[src/rtl/timer_unit.sv]
// Architectural counter reads (VL/VH/ID) and the TCFG/TVAL/TICLR countdown timer.
// The read data, the timer state and the interrupt are all registered.
module timer_unit #(
  parameter int          TIMER_N   = 32,
  parameter logic [31:0] TID_RESET = 32'h0
) (
  input  logic        i_clk,
  input  logic        i_rst,
  input  logic [63:0] i_cnt,
  input  logic        i_rd_req,
  input  logic [1:0]  i_rd_sel,
  output logic        o_rd_valid,
  output logic [31:0] o_rd_data,
  input  logic        i_tid_we,
  input  logic [31:0] i_tid_wdata,
  input  logic        i_tcfg_we,
  input  logic [31:0] i_tcfg_wdata,
  input  logic        i_ticlr_we,
  input  logic [31:0] i_ticlr_wdata,
  output logic [31:0] o_tcfg,
  output logic [31:0] o_tval,
  output logic        o_timer_int
);

  localparam logic [1:0] SEL_VL = 2'b00;
  localparam logic [1:0] SEL_VH = 2'b01;
  localparam logic [1:0] SEL_ID = 2'b10;

  logic [TIMER_N-1:0] r_tcfg, r_tval;
  logic               r_armed, r_int;
  logic [31:0]        r_tid, r_hi_snap;
  logic               r_snap_vld;
  logic               r_rd_valid;
  logic [31:0]        r_rd_data;

  logic [TIMER_N-1:0] w_reload, w_wr_reload;
  logic               w_expire;
  logic [31:0]        w_rd_data;
  logic               w_unused_bits;

  assign w_reload    = {r_tcfg[TIMER_N-1:2], 2'b00};
  assign w_wr_reload = {i_tcfg_wdata[TIMER_N-1:2], 2'b00};
  // A TCFG write in the same cycle suppresses the expiry.
  assign w_expire    = r_armed && (r_tval == '0) && !i_tcfg_we;
  assign w_unused_bits = ^{i_ticlr_wdata[31:1], i_tcfg_wdata};

  always_ff @(posedge i_clk or posedge i_rst) begin
    if (i_rst) begin
      r_tcfg  <= '0;
      r_tval  <= '0;
      r_armed <= 1'b0;
    end else if (i_tcfg_we) begin
      r_tcfg  <= i_tcfg_wdata[TIMER_N-1:0];
      r_tval  <= w_wr_reload;
      r_armed <= i_tcfg_wdata[0];
    end else if (r_armed) begin
      if (r_tval != '0) begin
        r_tval <= r_tval - TIMER_N'(1);
      end else if (r_tcfg[1]) begin
        r_tval <= w_reload;
      end else begin
        r_armed <= 1'b0;
      end
    end
  end

  // Expiry set outranks a same-cycle TICLR clear.
  always_ff @(posedge i_clk or posedge i_rst) begin
    if (i_rst)                             r_int <= 1'b0;
    else if (w_expire)                     r_int <= 1'b1;
    else if (i_ticlr_we && i_ticlr_wdata[0]) r_int <= 1'b0;
  end

  always_ff @(posedge i_clk or posedge i_rst) begin
    if (i_rst)         r_tid <= TID_RESET;
    else if (i_tid_we) r_tid <= i_tid_wdata;
  end

  always_comb begin
    w_rd_data = '0;
    case (i_rd_sel)
      SEL_VL:  w_rd_data = i_cnt[31:0];
      SEL_VH:  w_rd_data = r_snap_vld ? r_hi_snap : i_cnt[63:32];
      SEL_ID:  w_rd_data = r_tid;
      default: w_rd_data = '0;
    endcase
  end

  // VL snapshots the high word so a following VH stays coherent across a carry.
  always_ff @(posedge i_clk or posedge i_rst) begin
    if (i_rst) begin
      r_rd_valid <= 1'b0;
      r_rd_data  <= '0;
      r_hi_snap  <= '0;
      r_snap_vld <= 1'b0;
    end else begin
      r_rd_valid <= i_rd_req;
      if (i_rd_req) begin
        r_rd_data <= w_rd_data;
        if (i_rd_sel == SEL_VL) begin
          r_hi_snap  <= i_cnt[63:32];
          r_snap_vld <= 1'b1;
        end else if (i_rd_sel == SEL_VH) begin
          r_snap_vld <= 1'b0;
        end
      end
    end
  end

  always_comb begin
    o_tcfg = '0;
    o_tval = '0;
    o_tcfg[TIMER_N-1:0] = r_tcfg;
    o_tval[TIMER_N-1:0] = r_tval;
  end

  assign o_timer_int = r_int;
  assign o_rd_valid  = r_rd_valid;
  assign o_rd_data   = r_rd_data;

endmodule

[config.mk]
export PLATFORM = sky130hd
export DESIGN_NAME = timer_unit
export DESIGN_NICKNAME = d
export VERILOG_FILES = /design/src/rtl/timer_unit.sv
export SDC_FILE = /design/constraint.sdc
export NUM_CORES = 1
export LEC_CHECK = 0
export ABC_AREA = 1
export CORE_UTILIZATION = 47
export DETAILED_ROUTE_END_ITERATION = 7
export HOLD_SLACK_MARGIN = 0.05
export PLACE_DENSITY = 0.81
export RECOVER_POWER = 50
export SLEW_MARGIN = 5
export SYNTH_ARGS = -nofsm -noshare
export SYNTH_HDL_FRONTEND = slang
export SYNTH_SLANG_ARGS = --single-unit
export TNS_END_PERCENT = 5
[constraint.sdc]
create_clock -name i_clk -period 6.3 [get_ports i_clk]
set_input_delay 1.26 -clock i_clk [delete_from_list [all_inputs] [get_ports i_clk]]
set_output_delay 1.26 -clock i_clk [all_outputs]
set_load 0.01 [all_outputs]
==> run summary, run 1 <==
The run finished, with violations left. The final reports fail on max-capacitance violations, max-slew violations. The number of nets in the synthesized netlist is 1187. The worst path needs 4130 ps of the cycle, external delays included. The count of antenna diodes in the layout came out at 0. The critical-path maximum fanout is 49. The average routed wire per standard cell is 16.2 um. The total die area is 18200 sq um. The number of warnings printed during yosys synthesis came out at 0. The number of vias per cell after detailed routing is 5.31.

The global-route wire length before repair is 38700 um. The number of max-capacitance violations reported is 3. For the pin with the worst max-slew slack, the measured transition is 2440 ps. The total global-route track usage came out at 0.274. VDD sags by at most 0.205 mV. Clock tree synthesis inserted a total of 17 buffers. The number of setup violations in the final report came out at 0. The clock insertion delay at the later pin of the skew report came out at 420 ps. The number of buffers inserted for hold repair after clock tree synthesis is 0. For this configuration, the core starts out at a cell density of 0.481.

The total grt overflow came out at 0. Setup repair after global routing left no endpoint under its margin. The number of top-level pins came out at 266. The worst-case clock skew is 8.26 ps.

The top flip-flop cell by instance count after synthesis is sky130_fd_sc_hd__dfrtp_1. The number of H-tree branching levels came out at 4. The die boundary height is 135 um.

Timing would allow up to 0.242 GHz. Of the available clock period, the critical path in the final layout requires 0.656. The flip-flop and latch count after synthesis came out at 164. Counting flops with an async set or reset pin after synthesis yields a share of 1.00.

On the final layout, the worst hold slack is 475 ps. The final number of hold-violating endpoints is 0. The data arrival time of the critical path came out at 4440 ps.

In this run the power density over the cells is 266 nW/um^2. The HPWL reported at the end of detailed placement came out at 16500 um. Of the cells placed in the final design, the portion with a size suffix greater than 1 is 0.0892. The final-report max-slew violation count is 200. CTS placed an instance of sky130_fd_sc_hd__clkbuf_16 at the clock tree root. The setup total negative slack came out at 0 ps. The post-route non-filler standard cell count is 1469.

STA classifies the critical path endpoint as a register. After synthesis, the mean cell area works out to 8.18 sq um. Row generation in the floorplan step produced 48 rows. Summed over all instances, the cell type with the most area after synthesis is sky130_fd_sc_hd__dfrtp_1. Wires add up to 23900 um. The maximum clock insertion buffer count came out at 2.

The share of the yosys chip area belonging to registers came out at 0.494. The number of global-route vias before repair came out at 7656. TritonCTS built the clock tree. The share of synthesized area in the top cell type comes to 0.494.

Synthesis produced a netlist whose cell count is 1017. The layout net count is 1401. The total DRC errors in the routed layout came out at 0. The number of antenna-violating nets in the routed design is 0.

The setup slack after placement is 2900 ps. The post-cts resize count came out at 0. The worst setup margin came out at 2170 ps. Summing every instance area after synthesis gives 8310 sq um. The total via count in the routed design came out at 7796. The core utilization of the finished layout came out at 0.657. The clock sink count is 164. The count of different cell masters after synthesis came out at 37. The core area is 17300 sq um.

After synthesis, the cell types taking the most area are sky130_fd_sc_hd__dfrtp_1, sky130_fd_sc_hd__nand2_1, sky130_fd_sc_hd__o21ai_0. The buffer count from post-CTS setup fixing is 0. The worst slew margin relative to its limit is -0.625. Compared with the post-synthesis result, the final layout area differs by 36.7%. From left edge to right edge, the die measures 135 um.

The critical path class is in2reg. The initial detailed-routing violation count came out at 447. In this run the worst hold path is classified as reg2reg. Entering global routing, the biggest net connects 116 pins. The count of TritonRoute iterations in the first routing pass is 5.

The number of antenna violations at the first check in global routing is 1. The last weighted congestion value of the routability-driven placer came out at 0.947. The count of buffers from port buffering came out at 234. The leakage power total came out at 5.33 nW. STA classifies the critical path startpoint as an input port. The clock-pin slew on the worst setup and hold paths is 70 ps. The required arrival time at the worst endpoint came out at 6610 ps. The number of enable flip-flop cells after synthesis came out at 0. Once placement completed, the tool counted placed cells totaling 1437.
[cells in the mapped netlist (4+ instances only)]
master	n
sky130_fd_sc_hd__inv_1	96
sky130_fd_sc_hd__buf_2	4
sky130_fd_sc_hd__a21oi_1	37
sky130_fd_sc_hd__nand2_4	4
sky130_fd_sc_hd__nand2_1	291
sky130_fd_sc_hd__o21ai_0	121
sky130_fd_sc_hd__a221oi_1	31
sky130_fd_sc_hd__dfrtp_1	164
sky130_fd_sc_hd__a21oi_2	7
sky130_fd_sc_hd__nor2_2	17
sky130_fd_sc_hd__clkbuf_1	36
sky130_fd_sc_hd__nor2_1	77
sky130_fd_sc_hd__a21boi_0	7
sky130_fd_sc_hd__nand2_2	4
sky130_fd_sc_hd__xor2_1	9
sky130_fd_sc_hd__nand3_1	42
sky130_fd_sc_hd__o21ai_1	7
sky130_fd_sc_hd__mux2_2	31
[kinds of logic after synthesis]
kind of cell | synth area share
and+or+nand+nor | 0.228
xor gates and xnor gates | 0.0116
buffers and inverters | 0.0703
DFF | 0.494
muxes | 0.0420
adders and majority gates | 0.00301
AOI/OAI and AO/OA | 0.152
[final timing paths]
check	cells after the start	end	start	slack, ps
worst min register to register	2	o_tcfg[0]$_DFFE_PP0P_	o_tcfg[0]$_DFFE_PP0P_	480
worst min-delay path	2	o_tcfg[0]$_DFFE_PP0P_	o_tcfg[0]$_DFFE_PP0P_	480
min in group asynchronous	2	o_tcfg[0]$_DFFE_PP0P_	i_rst	2070
max in group asynchronous	3	o_rd_data[13]$_DFFE_PP0P_	i_rst	2630
worst max-delay path	6	o_tval[28]$_DFFE_PP0P_	i_tcfg_we	2170
worst max register to register	10	o_tval[28]$_DFFE_PP0P_	o_tval[0]$_DFFE_PP0P_	3630
[report_power, final]
group	internal (W)	switching, W
sequential	0.00118	0.000114
clock	0.000606	0.000463
combinational	0.000329	0.000334
total	0.00212	0.000910
[sequential cells by signal (all words and copies together) (netlist names)]
signal       flops
o_rd_data       32
o_rd_valid       1
o_tcfg          32
o_timer_int      1
o_tval          32
r_armed          1
r_hi_snap       32
r_snap_vld       1
r_tid           32
[cells in the final DEF (no fill, tap or decap), types with 5 or more instances in the layout]
cell and n:
sky130_fd_sc_hd__nand2_1 292, sky130_fd_sc_hd__a21oi_1 37, sky130_fd_sc_hd__inv_1 95, sky130_fd_sc_hd__o21ai_0 121, sky130_fd_sc_hd__nand3_1 42, sky130_fd_sc_hd__dfrtp_1 164
sky130_fd_sc_hd__clkinvlp_4 5, sky130_fd_sc_hd__buf_4 5, sky130_fd_sc_hd__clkbuf_16 17, sky130_fd_sc_hd__a221oi_1 31, sky130_fd_sc_hd__dlygate4sd3_1 31, sky130_fd_sc_hd__a21boi_0 7
sky130_fd_sc_hd__clkdlybuf4s50_1 202, sky130_fd_sc_hd__nor2_2 18, sky130_fd_sc_hd__nor2_1 76, sky130_fd_sc_hd__inv_6 6, sky130_fd_sc_hd__a21oi_2 7, sky130_fd_sc_hd__o21ai_1 7
sky130_fd_sc_hd__mux2_2 31, sky130_fd_sc_hd__xor2_1 9
[worst max-delay path, cell delays in order]
cell	delay, ps
sky130_fd_sc_hd__clkbuf_1	1450
sky130_fd_sc_hd__nor2_1	380
sky130_fd_sc_hd__nand2_4	170
sky130_fd_sc_hd__nand2_1	660
sky130_fd_sc_hd__a21boi_0	400
sky130_fd_sc_hd__nand2_1	90
[stage by stage]
stage                     area (sq um)  power (W)
final                            11400    0.00303
after CTS                        11400    0.00305
after global routing             11400    0.00317
after floorplan                   8310    0.00164
after global placement           10800    0.00196
after detailed placement         10800    0.00198
[layout make-up]
cell class	count	area, sq um
fill	1434	5930
sequential	164	4100
multi-input combinational	708	3620
timing repair buffer	241	2380
clock buffer	18	439
inverter	99	375
tap	225	282
clock inverter	14	163
[per-layer routing]
layer | vias up | routed length (um) | part of all wire | global-route usage
met4 | 0 | 629 | 0.026 | 0.0993
met3 | 44 | 2120 | 0.089 | 0.0815
met1 | 3658 | 9510 | 0.40 | 0.342
li1 | 3755 | - | - | -
met5 | - | 0 | 0 | 0
met2 | 339 | 11600 | 0.49 | 0.451
No activity file was read; power rests on OpenSTA's default activity.
==> run 2, diff against run 1 <==
==> constraint.sdc (replaced) <==
create_clock -name i_clk -period 3.9 [get_ports i_clk]
set_input_delay 0.78 -clock i_clk [delete_from_list [all_inputs] [get_ports i_clk]]
set_output_delay 0.78 -clock i_clk [all_outputs]
set_load 0.01 [all_outputs]
==> run 2 against run 1 <==
The flow still finishes with violations (max-capacitance violations, max-slew violations). Design area rose by 0.24%. Sequential power rose by 62%. Global-route usage rose by 0.37 points. Critical path depth fell by 3. Critical path type unchanged.
==> run summary, run 2 (synthesized netlist as in run 1, its figures left out) <==
The total power per unit cell area is 428 nW/um^2. The switching power came out at 0.00146 W. The number of max-capacitance violations reported is 2. The number of global-route vias before repair came out at 7471. The clock sink count came out at 164. TritonCTS built the clock tree. The pin slew with the least headroom to its limit is 2100 ps. The ratio of cells with drive above 1 in the final layout came out at 0.0906. The core utilization of the finished layout is 0.659. The last weighted congestion value of the routability-driven placer came out at 0.926. 0 antenna diodes ended up in the layout. The standard-cell row count is 48.

The HPWL reported at the end of detailed placement is 16900 um. STA classifies the critical path startpoint as an input port. The flow ran to the end, but the final reports show violations. In this run the horizontal extent of the chip is 135 um. The commonest non-fill, non-tap cell in the layout is sky130_fd_sc_hd__nand2_1. In this run the tightest slew margin relative to its limit is -0.397. The setup slack after placement came out at 1150 ps.

The area growth from synthesis to layout is 37.0%. The total die area is 18200 sq um. For the final routed database, the setup TNS stands at 0 ps. The final number of hold-violating endpoints came out at 0. For this run, the total global-route usage over all layers was measured as 0.278. The total wire length came out at 24000 um. After detailed routing, the number of vias per cell comes to 5.27. The core area came out at 17300 sq um. The average routed wire per standard cell is 16.3 um. The data arrival time of the critical path is 3260 ps.

The die is 135 um tall. The number of buffers inserted for hold repair after clock tree synthesis is 0. The worst setup slack for register-to-register paths came out at 1510 ps. The worst setup path is captured at a register.

The maximum resistive drop on vdd is 0.313 mV. After detailed routing, the number of remaining DRC violations is 0. The required arrival time at the worst endpoint came out at 4210 ps. The critical path in this run is classified as in2reg. Counting instances, the worst hold path has a depth of 2. The type of the most critical hold path is reg2reg.

After clock tree synthesis, the clock-pin slew on the worst setup and hold paths is 60 ps. The total grt overflow came out at 0. The global-route wire length before repair came out at 38700 um. Setup repair after global routing left no endpoint under its margin. The worst reg2reg path startpoint is o_tval[0]$_DFFE_PP0P_. The leakage power total came out at 5.30 nW.

Between clock sinks in the finished design, the worst skew comes to 10.1 ps. In this run the number of H-tree levels came out at 4. The number of antenna violations at the first check in global routing came out at 0. The maximum clock frequency came out at 0.339 GHz. The critical-path maximum fanout came out at 33. The initial detailed-routing violation count is 525.

The worst register-to-register path ends at o_tval[22]$_DFFE_PP0P_. The number of setup violations in the final report is 0. The number of cells on the worst reg-to-reg path is 11. The relative contribution of sequential cells to total power came out at 0.430.

The startpoint identified for the worst hold timing path is r_hi_snap[18]$_DFFE_PP0P_. The number of antenna-violating nets in the routed design came out at 0. The final-report max-slew violation count came out at 75. The number of clock buffers inserted by TritonCTS came out at 17. The layout net count is 1404. Gates resized during post-CTS repair numbered 0. The final-layout worst hold slack is 482 ps. The final worst-path cycle share is 0.756.

Of the total power, the share spent switching nets is 0.298. Leaving out fill and tap cells, the most frequent cells in the layout are sky130_fd_sc_hd__nand2_1, sky130_fd_sc_hd__clkdlybuf4s50_1, sky130_fd_sc_hd__dfrtp_1. Buffers added to address setup during post-CTS repair amount to 0.

The smallest clock period supported by the final layout is computed as 2950 ps. The total via count in the routed design came out at 7764. The endpoint of the worst hold path is r_hi_snap[18]$_DFFE_PP0P_. The total internal power is 0.00342 W.

The combinational cell fraction of total power is 0.222. The clock insertion delay at the later pin of the skew report is 430 ps. The initial standard-cell utilization of the core is 0.481. The count of buffers from port buffering came out at 234.

The checks that failed: max-capacitance violations, max-slew violations. The cell count after placement came out at 1440. The number of top-level pins came out at 266. CTS placed an instance of sky130_fd_sc_hd__clkbuf_16 at the clock tree root.

The first detailed-routing pass took 5 iterations. The worst setup margin is 951 ps. The post-route non-filler standard cell count is 1472.

The share of total power dissipated in the clock network is 0.348. The maximum clock insertion buffer count came out at 2. The pin count of the biggest net entering global routing came out at 165.
[run 2: how the worst max path moves through the flow]
| stage | cells past startpoint | slack (ps) | to | start |
|---|---|---|---|---|
| after floorplan | 1 | 1040 | o_rd_data[0]$_DFFE_PP0P_ | i_rst |
| after global placement | 5 | 1220 | o_rd_data[25]$_DFFE_PP0P_ | i_rd_req |
| after detailed placement | 5 | 1150 | o_rd_data[2]$_DFFE_PP0P_ | i_rd_req |
| after CTS | 4 | 1570 | o_rd_data[1]$_DFFE_PP0P_ | i_rd_req |
| after global routing | 3 | 930 | r_tid[30]$_DFFE_PP0P_ | i_tid_we |
| final | 3 | 950 | r_tid[30]$_DFFE_PP0P_ | i_tid_we |
[run 2: routing by layer]
layer / GRT usage / part of all wire / vias to the layer above
li1: - / - / 3762
met1: 0.346 / 0.41 / 3656
met2: 0.454 / 0.48 / 302
met3: 0.0942 / 0.088 / 44
met4: 0.0911 / 0.025 / 0
met5: 0 / 0 / -
[run 2: power groups by stage]
stage	sequential [W]	combinational [W]	clock, W
6_report	0.00210	0.00108	0.00170
5_1_grt	0.00212	0.00120	0.00180
4_1_cts	0.00209	0.00109	0.00173
3_5_place_dp	0.00212	0.00109	0
3_3_place_gp	0.00211	0.00106	0
2_1_floorplan	0.00213	0.000516	0
[run 2: layout make-up]
cell class	count	area [sq um]
fillers	1459	5900
clock buffers	19	443
flip-flops and latches	164	4100
well taps	225	282
clock inverters	13	148
repair buffers	244	2410
inverters	99	373
multi-input cells	708	3630
[run 2: through the flow]
| stage | total power, W | area (sq um) |
|---|---|---|
| after floorplan | 0.00265 | 8320 |
| after global placement | 0.00318 | 10800 |
| after detailed placement | 0.00321 | 10800 |
| after CTS | 0.00491 | 11400 |
| after global routing | 0.00513 | 11400 |
| final | 0.00488 | 11400 |
[run 2: critical path, stage by stage]
cell,delay [ps]
sky130_fd_sc_hd__dlygate4sd3_1,520
sky130_fd_sc_hd__clkbuf_1,1490
sky130_fd_sc_hd__mux2_2,450
